`src/rtl/fetch_pkg.sv`:
```
// fetch_pkg: shared types and constants for the instruction fetch unit.
package fetch_pkg;
  typedef logic [19:0] addr_t;
  typedef logic [31:0] instr_t;
  typedef struct packed {
    addr_t  pc;
    instr_t instr;
  } entry_t;
  localparam addr_t PC_INC = 20'd4;
endpackage

```
`src/rtl/fetch_fifo.sv`:
```
// fetch_fifo: power-of-two FIFO of fetched {pc, instr} entries with flush and occupancy count.
module fetch_fifo
  import fetch_pkg::*;
#(
  parameter int DEPTH = 2
) (
  input  logic                     clk,
  input  logic                     rst_n,
  input  logic                     flush,
  input  logic                     push,
  input  logic                     pop,
  input  entry_t                   din,
  output entry_t                   dout,
  output logic [$clog2(DEPTH):0]   count
);
  localparam int AW = $clog2(DEPTH);
  entry_t mem [DEPTH];
  logic [AW-1:0] wr_ptr, rd_ptr;
  always_ff @(posedge clk or negedge rst_n) begin
    if (!rst_n) begin
      wr_ptr <= '0;
      rd_ptr <= '0;
      count  <= '0;
    end else if (flush) begin
      wr_ptr <= '0;
      rd_ptr <= '0;
      count  <= '0;
    end else begin
      if (push) wr_ptr <= wr_ptr + AW'(1);
      if (pop) rd_ptr <= rd_ptr + AW'(1);
      count <= count + (AW+1)'(push) - (AW+1)'(pop);
    end
  end
  always_ff @(posedge clk) begin
    if (push && !flush) mem[wr_ptr] <= din;
  end
  assign dout = mem[rd_ptr];
endmodule

```
`src/rtl/instr_fetch.sv`:
```
// instr_fetch: prefetching instruction fetch unit with redirect and head-of-buffer handshake.
// Define INSTR_FETCH_MISALIGN_CHECK_EN to add misalign_o, flagging redirects to non-word-aligned targets.
module instr_fetch
  import fetch_pkg::*;
#(
  parameter addr_t RESET_PC   = 20'h00000,
  parameter int    FIFO_DEPTH = 2
) (
  input  logic        clk,
  input  logic        rst_n,
  output logic        mem_ren,
  output logic        mem_wen,
  output logic [19:0] mem_addr,
  output logic [31:0] mem_data_i,
  input  logic [31:0] mem_data_o,
  input  logic        redirect_i,
  input  logic [19:0] redirect_pc_i,
  output logic [31:0] instr_o,
  output logic [19:0] pc_o,
  output logic        valid_o,
  input  logic        ready_i
`ifdef INSTR_FETCH_MISALIGN_CHECK_EN
  ,
  output logic        misalign_o
`endif
);
  localparam int CW = $clog2(FIFO_DEPTH) + 1;
  addr_t pc, inflight_pc;
  logic inflight, issue, push, pop;
  logic [CW-1:0] count;
  logic [CW:0] load;
  entry_t head, wr_entry;
  // an entry popped this cycle already counts as free space for a new read
  assign pop      = valid_o && ready_i && !redirect_i;
  assign push     = inflight && !redirect_i;
  assign load     = {1'b0, count} - (CW+1)'(pop) + (CW+1)'(inflight);
  assign issue    = rst_n && !redirect_i && (load < (CW+1)'(FIFO_DEPTH));
  assign wr_entry = '{pc: inflight_pc, instr: mem_data_o};
  assign mem_ren    = issue;
  assign mem_wen    = 1'b0;
  assign mem_addr   = pc;
  assign mem_data_i = '0;
  assign valid_o    = count != '0;
  assign instr_o    = valid_o ? head.instr : '0;
  assign pc_o       = valid_o ? head.pc : '0;
  always_ff @(posedge clk or negedge rst_n) begin
    if (!rst_n) begin
      pc          <= RESET_PC & ~20'd3;
      inflight    <= 1'b0;
      inflight_pc <= '0;
    end else begin
      inflight <= issue;
      if (issue) inflight_pc <= pc;
      pc <= redirect_i ? (redirect_pc_i & ~20'd3) : issue ? pc + PC_INC : pc;
    end
  end
  fetch_fifo #(.DEPTH(FIFO_DEPTH)) u_fifo (
    .clk   (clk),
    .rst_n (rst_n),
    .flush (redirect_i),
    .push  (push),
    .pop   (pop),
    .din   (wr_entry),
    .dout  (head),
    .count (count)
  );
`ifdef INSTR_FETCH_MISALIGN_CHECK_EN
  always_ff @(posedge clk or negedge rst_n) begin
    if (!rst_n) misalign_o <= 1'b0;
    else misalign_o <= redirect_i && (redirect_pc_i[1:0] != 2'b00);
  end
`endif
endmodule

```
`config.mk`:
```
export PLATFORM = sky130hd
export DESIGN_NAME = instr_fetch
export DESIGN_NICKNAME = d
export VERILOG_FILES = /design/src/rtl/fetch_pkg.sv /design/src/rtl/fetch_fifo.sv /design/src/rtl/instr_fetch.sv
export SDC_FILE = /design/constraint.sdc
export NUM_CORES = 1
export LEC_CHECK = 0
export ABC_CLOCK_PERIOD_IN_PS = 5050
export CORE_MARGIN = 2
export CORE_UTILIZATION = 52
export DETAILED_ROUTE_END_ITERATION = 10
export PLACE_DENSITY = 0.85
export SLEW_MARGIN = 10
export SYNTH_ARGS = -nofsm -noshare
export SYNTH_HDL_FRONTEND = slang
export SYNTH_SLANG_ARGS = --single-unit
```
`constraint.sdc`:
```
create_clock -name clk -period 5.05 [get_ports clk]
set_input_delay 0.7575 -clock clk [delete_from_list [all_inputs] [get_ports clk]]
set_output_delay 0.7575 -clock clk [all_outputs]
set_load 0.01 [all_outputs]
```
==> flow_summary.json <==
{
  "clk_latency_ps": 400,
  "synth.yosys.seq_area_share": 0.665,
  "design.core.area_sq_mm": 0.0114,
  "die_h_microns": 112,
  "finClkSkew_ps": 6.21,
  "netlist_instances": 474,
  "synth_top_cell_by_area": "edfxtp_1",
  "antenna_found_initial": 0,
  "postCtsSetupBuffers": 0,
  "highest_layer": "met4",
  "grt_pass1_wl_mm": 20.3,
  "crit_arrival_ps": 3260,
  "post_drt_wl_per_cell_microns": 16.7,
  "path_clk_slew_ps": 60,
  "synth_area_sq_mm": 0.00606,
  "rsz0062_at_grt": "no",
  "gp_congestion": 0.843,
  "worstMarginPinSlew_ps": 1170,
  "netlist.area_leader.share": 0.495,
  "first_pass_iters": 4,
  "hold_path_class": "in -> async",
  "vias": 4002,
  "synth_cell_types": 43,
  "grt_max_degree": 51,
  "initial_core_util": 0.531,
  "hold_viol_final": 0,
  "cts_tree": "done",
  "numPortBuffers": 123,
  "path_class": "in -> out",
  "maxCapViolCount": 0,
  "cts_resized": 0,
  "critPathMaxFanout": 3,
  "synth_area_leaders": "edfxtp_1 (50%), dfrtp_1 (17%), mux2i_1 (8.3%)",
  "hpwl_mm": 8.45,
  "wl_met1_mm": 5.23,
  "synth.avg_cell_area_sq_um": 12.8,
  "fmax_mhz": 249,
  "route.met3.wl_microns": 830,
  "synth_enable_flop_cells": 100,
  "leakage_nw": 2.91,
  "crit_required_ps": 4290,
  "synth.most_common_cell": "edfxtp_1",
  "power.total_mw": 3.35,
  "design.die.area_sq_mm": 0.0125,
  "insertedDiodeCount": 0,
  "areaGrowthSynthToFinish_pct": 29.6,
  "synth.top_cells.by_count": "edfxtp_1 (100), nand2_1 (67), nor2_1 (57)",
  "hold_buffers": 0,
  "ios": 163,
  "slew_viol_final": 0,
  "drt.antenna.violating_nets": 0,
  "cts_made_buffers": 17,
  "synth_seq_cells": 141,
  "synthFlopType": "edfxtp_1",
  "grt.overflow.total": 0,
  "setup_viol": 0,
  "drcViolationCount": 0,
  "row_count": 39,
  "vias_per_cell": 5.27,
  "cts_root_buffer": "clkbuf_16",
  "async_reset_ff_frac": 0.291,
  "first_iter_violations": 291,
  "tns_ps": 0,
  "grt_pass1_vias": 4081,
  "htreeDepth": 4,
  "startpoint_type": "input pin",
  "nNetsFinal": 664,
  "yosysWarnings": 0,
  "wl_met2_mm": 6.47,
  "status": "finished clean",
  "max_slew_margin": 0.220,
  "peakVddDrop_mv": 0.227,
  "drive_above_1_share": 0.0666,
  "power.density_mw_per_mm2": 427,
  "wl_mm": 12.7,
  "clock_sinks": 141,
  "holdWs_ps": 415,
  "grt.total_usage": 0.207,
  "cts_buffer_depth": 2,
  "min_period_over_period": 0.796,
  "die_x_microns": 112,
  "final.min_clock_period_ps": 4020,
  "crit_path_end_kind": "output port"
}
-- where the power goes --
part / total, mW / internal (mW) / switching [mW]
Combinational: 0.683 / 0.338 / 0.345
Sequential: 1.55 / 1.42 / 0.130
Clock: 1.12 / 0.667 / 0.448
-- cell type report --
cell class              instances  area (sq um)
well taps                     143           179
flip-flops and latches        141          4030
fillers                       829          3560
clock buffers                  22           475
multi-input cells             302          1790
inverters                      11          41.3
repair buffers                130          1280
clock inverters                10          65.1
-- kinds of logic (layout without fill, tap and decap cells) --
family | Yosys count | count (layout) | synth area share
flip-flops | 141 | 141 | 0.665
AO/OA/AOI/OAI | 37 | 37 | 0.0462
buffers and inverters | 67 | 173 | 0.0660
XOR/XNOR | 6 | 6 | 0.00867
multiplexers | 50 | 50 | 0.0826
other | 1 | 37 | 0.000619
adder cells (fa/ha/maj) | 5 | 5 | 0.0116
AND/OR/NAND/NOR | 167 | 167 | 0.120
-- worst max-delay path, stage by stage --
cell and delay, ps:
clkdlybuf4s50_1 530, nor2_1 70, ha_1 270, inv_1 80
nand2_1 70, fa_1 540, and2_1 190, nand3_1 110
clkinv_1 100, clkdlybuf4s50_1 540
-- path summary, 6_finish.rpt --
| kind | cells after the start | slack [ps] | to | from |
|---|---|---|---|---|
| hold / removal | 2 | 420 | mem_addr[12] | rst_n |
| max in group asynchronous | 2 | 4200 | u_fifo.rd_ptr | rst_n |
| setup / recovery | 10 | 1030 | mem_ren | redirect_i |
| hold reg to reg | 0 | 470 | u_fifo.mem[1][45] | inflight_pc[13] |
| min in group clk | 0 | 470 | u_fifo.mem[1][45] | inflight_pc[13] |
| setup reg to reg | 13 | 2010 | mem_addr[17] | u_fifo.count[1] |
-- state kept, by name (all words and copies together), names as in the netlist --
register / count
mem_addr: 18
u_fifo.mem: 100
u_fifo.rd_ptr: 1
u_fifo.count: 2
u_fifo.wr_ptr: 1
inflight: 1
inflight_pc: 18
-- metal layers --
layer	vias to the layer above	GRT usage
li1	1890	-
met1	1940	0.267
met2	162	0.344
met3	10	0.0593
met4	0	0.0642
met5	-	0
-- placed cells by master (no fill, tap or decap), types with 2 or more instances in the layout --
master           synthesis  routed
a221o_1                  3       3
a211o_1                  2       2
clkinv_2                 0       4
xor2_1                   2       2
and2_1                   3       2
mux2i_1                 50      50
conb_1                   1      37
or4_1                    3       3
o211ai_1                 8       8
inv_1                   10      10
nand2_1                 67      67
nor2_1                  57      56
nand4_1                  3       3
clkbuf_1                10       3
nor4_1                   3       3
clkinvlp_4               0       2
clkinv_4                 0       2
nand3_1                 16      16
clkinv_1                 1       2
ha_1                     4       4
dfrtp_1                 41      40
edfxtp_1               100     100
clkdlybuf4s50_1          0     122
and3_1                   4       4
nor2b_1                  4       3
clkbuf_16                0      18
xnor2_1                  4       4
o21ai_0                  8       8
nor3_1                   2       2
buf_4                   37       7
o311ai_0                 7       7
-- through the flow --
stage | instances | util | setup slack (ps) | area (sq um)
2_1_floorplan | 510 | - | 1220 | 6200
3_3_place_gp | 727 | 0.640 | 1100 | 7310
3_5_place_dp | 727 | 0.640 | 1060 | 7310
4_1_cts | 759 | 0.688 | 1040 | 7850
5_1_grt | 759 | 0.688 | 875 | 7860
6_report | 759 | 0.688 | 1030 | 7860
Note: power is estimated with default switching activity, not from simulation.
